==> src/rtl/mem_writeback.sv <==
// mem_writeback: retires execute results into the register file,
// runs data-memory stores/loads and issues fetch redirects.
//
// Ports:
//   clk, rst            clock, synchronous active-high reset
//   in_valid, in_*      execute-stage result bundle
//   stall               1 while busy (state != IDLE)
//   rf_we/waddr/wdata   register-file write port
//   mem_req/we/addr/    data-memory request, held until mem_ack
//   mem_wdata, mem_rdata, mem_ack
//   br_taken, br_target fetch redirect
//   mem_err             sticky timeout flag (MEMWB_TIMEOUT_EN only)
//
// Build option: define MEMWB_TIMEOUT_EN to abandon a memory access
// after 16 unacknowledged MEM_WAIT cycles and raise mem_err.
module mem_writeback (
  input  logic        clk,
  input  logic        rst,
  input  logic        in_valid,
  input  logic [4:0]  in_opcode,
  input  logic [31:0] in_alu_result,
  input  logic [31:0] in_rd,
  input  logic [31:0] in_rd_mem,
  input  logic [31:0] in_mem_result,
  input  logic [31:0] in_mem_out,
  input  logic [31:0] in_branch,
  input  logic        in_wrenable,
  output logic        stall,
  output logic        rf_we,
  output logic [4:0]  rf_waddr,
  output logic [31:0] rf_wdata,
  output logic        mem_req,
  output logic        mem_we,
  output logic [31:0] mem_addr,
  output logic [31:0] mem_wdata,
  input  logic [31:0] mem_rdata,
  input  logic        mem_ack,
  output logic        br_taken,
  output logic [31:0] br_target
`ifdef MEMWB_TIMEOUT_EN
  ,
  output logic        mem_err
`endif
);

  typedef enum logic [1:0] {
    IDLE     = 2'd0,
    MEM_WAIT = 2'd1,
    LOAD_WB  = 2'd2
  } state_t;

  state_t      state_q, state_d;

  logic        rf_we_q, rf_we_d;
  logic [4:0]  rf_waddr_q, rf_waddr_d;
  logic [31:0] rf_wdata_q, rf_wdata_d;
  logic        br_taken_q, br_taken_d;
  logic [31:0] br_target_q, br_target_d;
  logic        mem_req_q, mem_req_d;
  logic        mem_we_q, mem_we_d;
  logic [31:0] mem_addr_q, mem_addr_d;
  logic [31:0] mem_wdata_q, mem_wdata_d;
  logic [4:0]  ld_dst_q, ld_dst_d;

`ifdef MEMWB_TIMEOUT_EN
  logic [3:0]  cnt_q, cnt_d;
  logic        err_q, err_d;
`endif

  logic        is_alu;
  logic        is_cp;
  logic        is_b;
  logic        is_beg;
  logic        is_gp;

  // Only the low five bits of in_rd name a register.
  logic        unused_rd;
  assign unused_rd = ^in_rd[31:5];

  assign is_alu = ((in_opcode >= 5'd1)
                && (in_opcode <= 5'd5))
               || (in_opcode == 5'd9);
  assign is_cp  = (in_opcode == 5'd6);
  assign is_b   = (in_opcode == 5'd7);
  assign is_beg = (in_opcode == 5'd8);
  assign is_gp  = (in_opcode == 5'd10);

  assign stall     = (state_q != IDLE);
  assign rf_we     = rf_we_q;
  assign rf_waddr  = rf_waddr_q;
  assign rf_wdata  = rf_wdata_q;
  assign br_taken  = br_taken_q;
  assign br_target = br_target_q;
  assign mem_req   = mem_req_q;
  assign mem_we    = mem_we_q;
  assign mem_addr  = mem_addr_q;
  assign mem_wdata = mem_wdata_q;
`ifdef MEMWB_TIMEOUT_EN
  assign mem_err   = err_q;
`endif

  always_comb begin
    state_d     = state_q;
    rf_we_d     = 1'b0;
    rf_waddr_d  = 5'd0;
    rf_wdata_d  = 32'd0;
    br_taken_d  = 1'b0;
    br_target_d = 32'd0;
    mem_req_d   = mem_req_q;
    mem_we_d    = mem_we_q;
    mem_addr_d  = mem_addr_q;
    mem_wdata_d = mem_wdata_q;
    ld_dst_d    = ld_dst_q;
`ifdef MEMWB_TIMEOUT_EN
    cnt_d       = cnt_q;
    err_d       = err_q;
`endif

    unique case (state_q)
      IDLE: begin
        if (in_valid) begin
          unique case (1'b1)
            is_alu: begin
              if (in_wrenable) begin
                rf_we_d    = 1'b1;
                rf_waddr_d = in_rd[4:0];
                rf_wdata_d = in_alu_result;
              end
            end
            is_cp: begin
              state_d     = MEM_WAIT;
              mem_req_d   = 1'b1;
              mem_we_d    = 1'b1;
              mem_addr_d  = in_rd_mem;
              mem_wdata_d = in_mem_result;
`ifdef MEMWB_TIMEOUT_EN
              cnt_d       = 4'd0;
`endif
            end
            is_gp: begin
              state_d     = MEM_WAIT;
              mem_req_d   = 1'b1;
              mem_we_d    = 1'b0;
              mem_addr_d  = in_mem_out;
              mem_wdata_d = 32'd0;
              ld_dst_d    = in_rd_mem[4:0];
`ifdef MEMWB_TIMEOUT_EN
              cnt_d       = 4'd0;
`endif
            end
            is_b: begin
              br_taken_d  = 1'b1;
              br_target_d = in_branch;
            end
            is_beg: begin
              if (in_branch != 32'd0) begin
                br_taken_d  = 1'b1;
                br_target_d = in_branch;
              end
            end
            default: begin
            end
          endcase
        end
      end

      // mem_req is always high here, so ack is
      // only ever seen against a live request.
      MEM_WAIT: begin
        if (mem_ack) begin
          mem_req_d   = 1'b0;
          mem_we_d    = 1'b0;
          mem_addr_d  = 32'd0;
          mem_wdata_d = 32'd0;
          ld_dst_d    = 5'd0;
`ifdef MEMWB_TIMEOUT_EN
          cnt_d       = 4'd0;
`endif
          if (mem_we_q) begin
            state_d = IDLE;
          end else begin
            state_d    = LOAD_WB;
            rf_we_d    = 1'b1;
            rf_waddr_d = ld_dst_q;
            rf_wdata_d = mem_rdata;
          end
        end
`ifdef MEMWB_TIMEOUT_EN
        // 16th unacknowledged cycle: give up.
        else if (cnt_q == 4'hF) begin
          state_d     = IDLE;
          mem_req_d   = 1'b0;
          mem_we_d    = 1'b0;
          mem_addr_d  = 32'd0;
          mem_wdata_d = 32'd0;
          ld_dst_d    = 5'd0;
          cnt_d       = 4'd0;
          err_d       = 1'b1;
        end else begin
          cnt_d = cnt_q + 4'd1;
        end
`endif
      end

      // rf write is already registered on the
      // ack edge; this state just covers it.
      LOAD_WB: begin
        state_d = IDLE;
      end

      default: begin
        state_d = IDLE;
      end
    endcase
  end

  always_ff @(posedge clk) begin
    if (rst) begin
      state_q     <= IDLE;
      rf_we_q     <= 1'b0;
      rf_waddr_q  <= 5'd0;
      rf_wdata_q  <= 32'd0;
      br_taken_q  <= 1'b0;
      br_target_q <= 32'd0;
      mem_req_q   <= 1'b0;
      mem_we_q    <= 1'b0;
      mem_addr_q  <= 32'd0;
      mem_wdata_q <= 32'd0;
      ld_dst_q    <= 5'd0;
`ifdef MEMWB_TIMEOUT_EN
      cnt_q       <= 4'd0;
      err_q       <= 1'b0;
`endif
    end else begin
      state_q     <= state_d;
      rf_we_q     <= rf_we_d;
      rf_waddr_q  <= rf_waddr_d;
      rf_wdata_q  <= rf_wdata_d;
      br_taken_q  <= br_taken_d;
      br_target_q <= br_target_d;
      mem_req_q   <= mem_req_d;
      mem_we_q    <= mem_we_d;
      mem_addr_q  <= mem_addr_d;
      mem_wdata_q <= mem_wdata_d;
      ld_dst_q    <= ld_dst_d;
`ifdef MEMWB_TIMEOUT_EN
      cnt_q       <= cnt_d;
      err_q       <= err_d;
`endif
    end
  end

endmodule

==> config.mk <==
export PLATFORM = sky130hd
export DESIGN_NAME = mem_writeback
export DESIGN_NICKNAME = d
export VERILOG_FILES = /design/src/rtl/mem_writeback.sv
export SDC_FILE = /design/constraint.sdc
export NUM_CORES = 1
export LEC_CHECK = 0
export ABC_AREA = 1
export CAP_MARGIN = 20
export CORE_AREA = 2 2 143 145
export DETAILED_ROUTE_END_ITERATION = 7
export DIE_AREA = 0 0 145 147
export PLACE_DENSITY = 0.7
export SLEW_MARGIN = 20
export SYNTH_ARGS = -nofsm -noshare
export SYNTH_HDL_FRONTEND = slang
export SYNTH_SLANG_ARGS = --single-unit
export TNS_END_PERCENT = 50
==> constraint.sdc <==
create_clock -name clk -period 1.3 [get_ports clk]
set_input_delay 0.26 -clock clk [delete_from_list [all_inputs] [get_ports clk]]
set_output_delay 0.26 -clock clk [all_outputs]
set_load 0.02 [all_outputs]
==> impl_metrics.tcl <==
set metrics [dict create \
    powerDensity_nw_per_um2 970 \
    ir_drop_v 0.000769 \
    via_per_inst 4.50 \
    coreArea_um2 19800 \
    crit_fanout 8 \
    drt_iter0_markers 242 \
    yosysMostFrequentCell "nand2_1" \
    status "complete, but fails checks" \
    start_util_pct 28.0 \
    portBuffers 344 \
    required_ns 1.63 \
    synthMuxAreaShare_pct 0 \
    synthAdderAreaFrac_pct 0 \
    ys_ff_latch 144 \
    drtAntennaViolNets 0 \
    cts_root_buf "clkbuf_16" \
    grt_setup_unrepaired "yes" \
    wirelength_um 23000 \
    synthCells 759 \
    syn_nets 993 \
    dpl.hpwl_um 14700 \
    grt_overflow 0 \
    synthTopCellsByCount "257 x nand2_1, 144 x dfxtp_1, 110 x a21oi_1" \
    worst-slew-pin-transition_ns 0.556 \
    htreeDepth 4 \
    dp_cells 1366 \
    setup_viol 113 \
    die_h_um 147 \
    grt_pass1_wl_um 32300 \
    syn_area_per_cell_um2 7.32 \
    synth-compound-area-share_pct 10.8 \
    first_pass_iters 4 \
    antenna_found_initial 2 \
    fp.dieArea_um2 21300 \
    synth-xor-area-share_pct 0 \
    wl_per_cell_um 16.0 \
    finalMaxSlewViolations 0 \
    grt_max_degree 57 \
    holdBufCountCts 0 \
    cts_sinks 144 \
    skew_ns 0.0108 \
    io_pins 372 \
    fmax_mhz 666 \
    synth_edf_count 0 \
    path_class "reg -> reg" \
    yosys_warnings 0 \
    synth_top_family_by_area "simple AND/OR/NAND/NOR gates" \
    synth_top_cell_by_area "dfxtp_1" \
    worstPathArrival_ns 1.83 \
    hold_viol_final 0 \
    tritoncts "done" \
    num_vias 6438 \
    yosysSeqAreaShare_pct 51.9 \
    fin_cells 1432 \
    gp_routability_congestion 0.848 \
    violations "setup timing" \
    grtUsageTotal_pct 19.1 \
    clkSlewWorstSetupHoldPaths_ns 0.06 \
    fill_cells 1856 \
    crit_path_start_kind "flop" \
    synth.cell_area_um2 5560 \
    fin_nets 1381 \
    setup_ws_ns -0.203 \
    fin_crit_ns 1.50 \
    slew_headroom_pct 63.0 \
    numCtsBuffers 17 \
    clk_path_buf_depth 2 \
    ys_top_cells_by_area "dfxtp_1 52%, nand2_1 17%, a21oi_1 9.9%, nand3_1 6.9%, nor2_1 3.9%" \
    end_kind "flop" \
    worstHoldPathType "in -> reg" \
    p_leak_uw 0.00476 \
    cap_violations 0 \
    min_period_over_period_pct 116 \
    drc 0 \
    async_reset_ff_share_pct 0 \
    layout-drive-gt1-share_pct 34.3 \
    clock_latency_ns 0.41 \
    yosysTopAreaCellShare_pct 51.9 \
    fp.dieW_um 145 \
    yosysUniqueCellTypes 23 \
    row_count 52 \
    grt_pass1_vias 5987 \
    synth-main-ff-cell "dfxtp_1" \
    utilization_pct 55.7 \
    yosys.area_share.simple_pct 29.9 \
    syn2layout_area_growth_pct 98.7 \
]
[worst max-delay path, cell delays in order, from the launching register on]
cell and delay (ns):
dfxtp_4 0.36, nor2_4 0.16, nand2_4 0.10, nand2_4 0.10
inv_4 0.04, a21oi_4 0.15, buf_6 0.16, clkbuf_16 0.15
nand3_1 0.07, a21oi_1 0.14
[cells by family (layout without fill, tap and decap cells)]
family	after synthesis	after routing
DFF	144	144
and+or+nand+nor	404	404
other	0	2
buffers and inverters	96	497
AOI/OAI and AO/OA	115	115
[power by group]
group          total [µW]  switching, µW  internal, µW
Sequential           4490           22.9          4460
Clock                4710           2040          2670
Combinational        1520            662           858
[area by class of cell]
class | count | area [µm²] | share of cell area (%)
Multi-Input combinational cell | 519 | 2970 | 26.9
Inverter | 47 | 184 | 1.66
Clock inverter | 13 | 130 | 1.18
Tap cell | 270 | 338 | 3.06
Clock buffer | 19 | 433 | 3.92
Timing Repair Buffer | 418 | 4100 | 37.1
Sequential cell | 144 | 2890 | 26.1
Antenna cell | 2 | 5.00 | 0.0453
[cells in the final DEF, fill, tap and decap left out, types with 27 or more instances in the layout]
cell type / n
a21oi_1: 62
a21oi_2: 48
buf_2: 69
buf_4: 36
clkbuf_16: 27
clkdlybuf4s15_2: 43
clkdlybuf4s50_1: 168
dfxtp_1: 142
dlymetal6s2s_1: 32
inv_1: 38
nand2_1: 230
nand3_1: 50
nor2_1: 30
[flip-flops by register name, summed over array words and instances (netlist names)]
register / flops
br_taken: 1
br_target: 32
ld_dst_q: 5
mem_addr: 32
mem_req: 1
mem_wdata: 32
mem_we: 1
rf_waddr: 5
rf_wdata: 32
rf_we: 1
state_q: 2
[final timing paths]
| path | start | endpoint | slack [ns] | cells after the start |
|---|---|---|---|---|
| setup / recovery | state_q[0]$_SDFFE_PP0P_ | mem_wdata[12]$_SDFFE_PP0P_ | -0.20 | 9 |
| hold / removal | in_branch[7] | br_target[7]$_SDFF_PP0_ | 0.11 | 3 |
| setup reg to reg | state_q[0]$_SDFFE_PP0P_ | mem_wdata[12]$_SDFFE_PP0P_ | -0.20 | 9 |
| hold reg to reg | mem_addr[13]$_SDFFE_PP0P_ | mem_addr[13]$_SDFFE_PP0P_ | 0.46 | 2 |
[through the flow]
step	instance area [µm²]	hold slack [ns]	total power, µW	TNS, ns	setup WS (ns)
final	11000	0.113	10700	-16.30	-0.203
after global routing	11000	0.101	11200	-24.75	-0.266
after CTS	10400	0.279	10600	-8.51	-0.156
after detailed placement	9560	0.454	5890	-90.40	-0.756
after global placement	9560	0.450	5890	-84.66	-0.687
after floorplan	5580	0.372	4980	-0.0568	-0.00190
[metal layers]
metal / share of wire (%) / global-route usage [%] / wire length (µm) / up-vias
li1: - / - / - / 3195
met1: 41 / 22.8 / 9470 / 2990
met2: 51 / 32.7 / 11600 / 213
met3: 5.3 / 5.28 / 1210 / 40
met4: 2.7 / 7.23 / 630 / 0
met5: 0 / 0 / 0 / -
[timing repair]
| action | 4_1_cts | 5_1_grt |
|---|---|---|
| gates resized for setup | 430 | 290 |
| hold endpoints to repair | 0 | 0 |
| cloned | 3 | 13 |
| setup endpoints to repair | 282 | 227 |
| buffers inserted | 5 | 14 |
| pin swaps | 3 | 68 |
No activity file was read; power rests on OpenSTA's default activity.
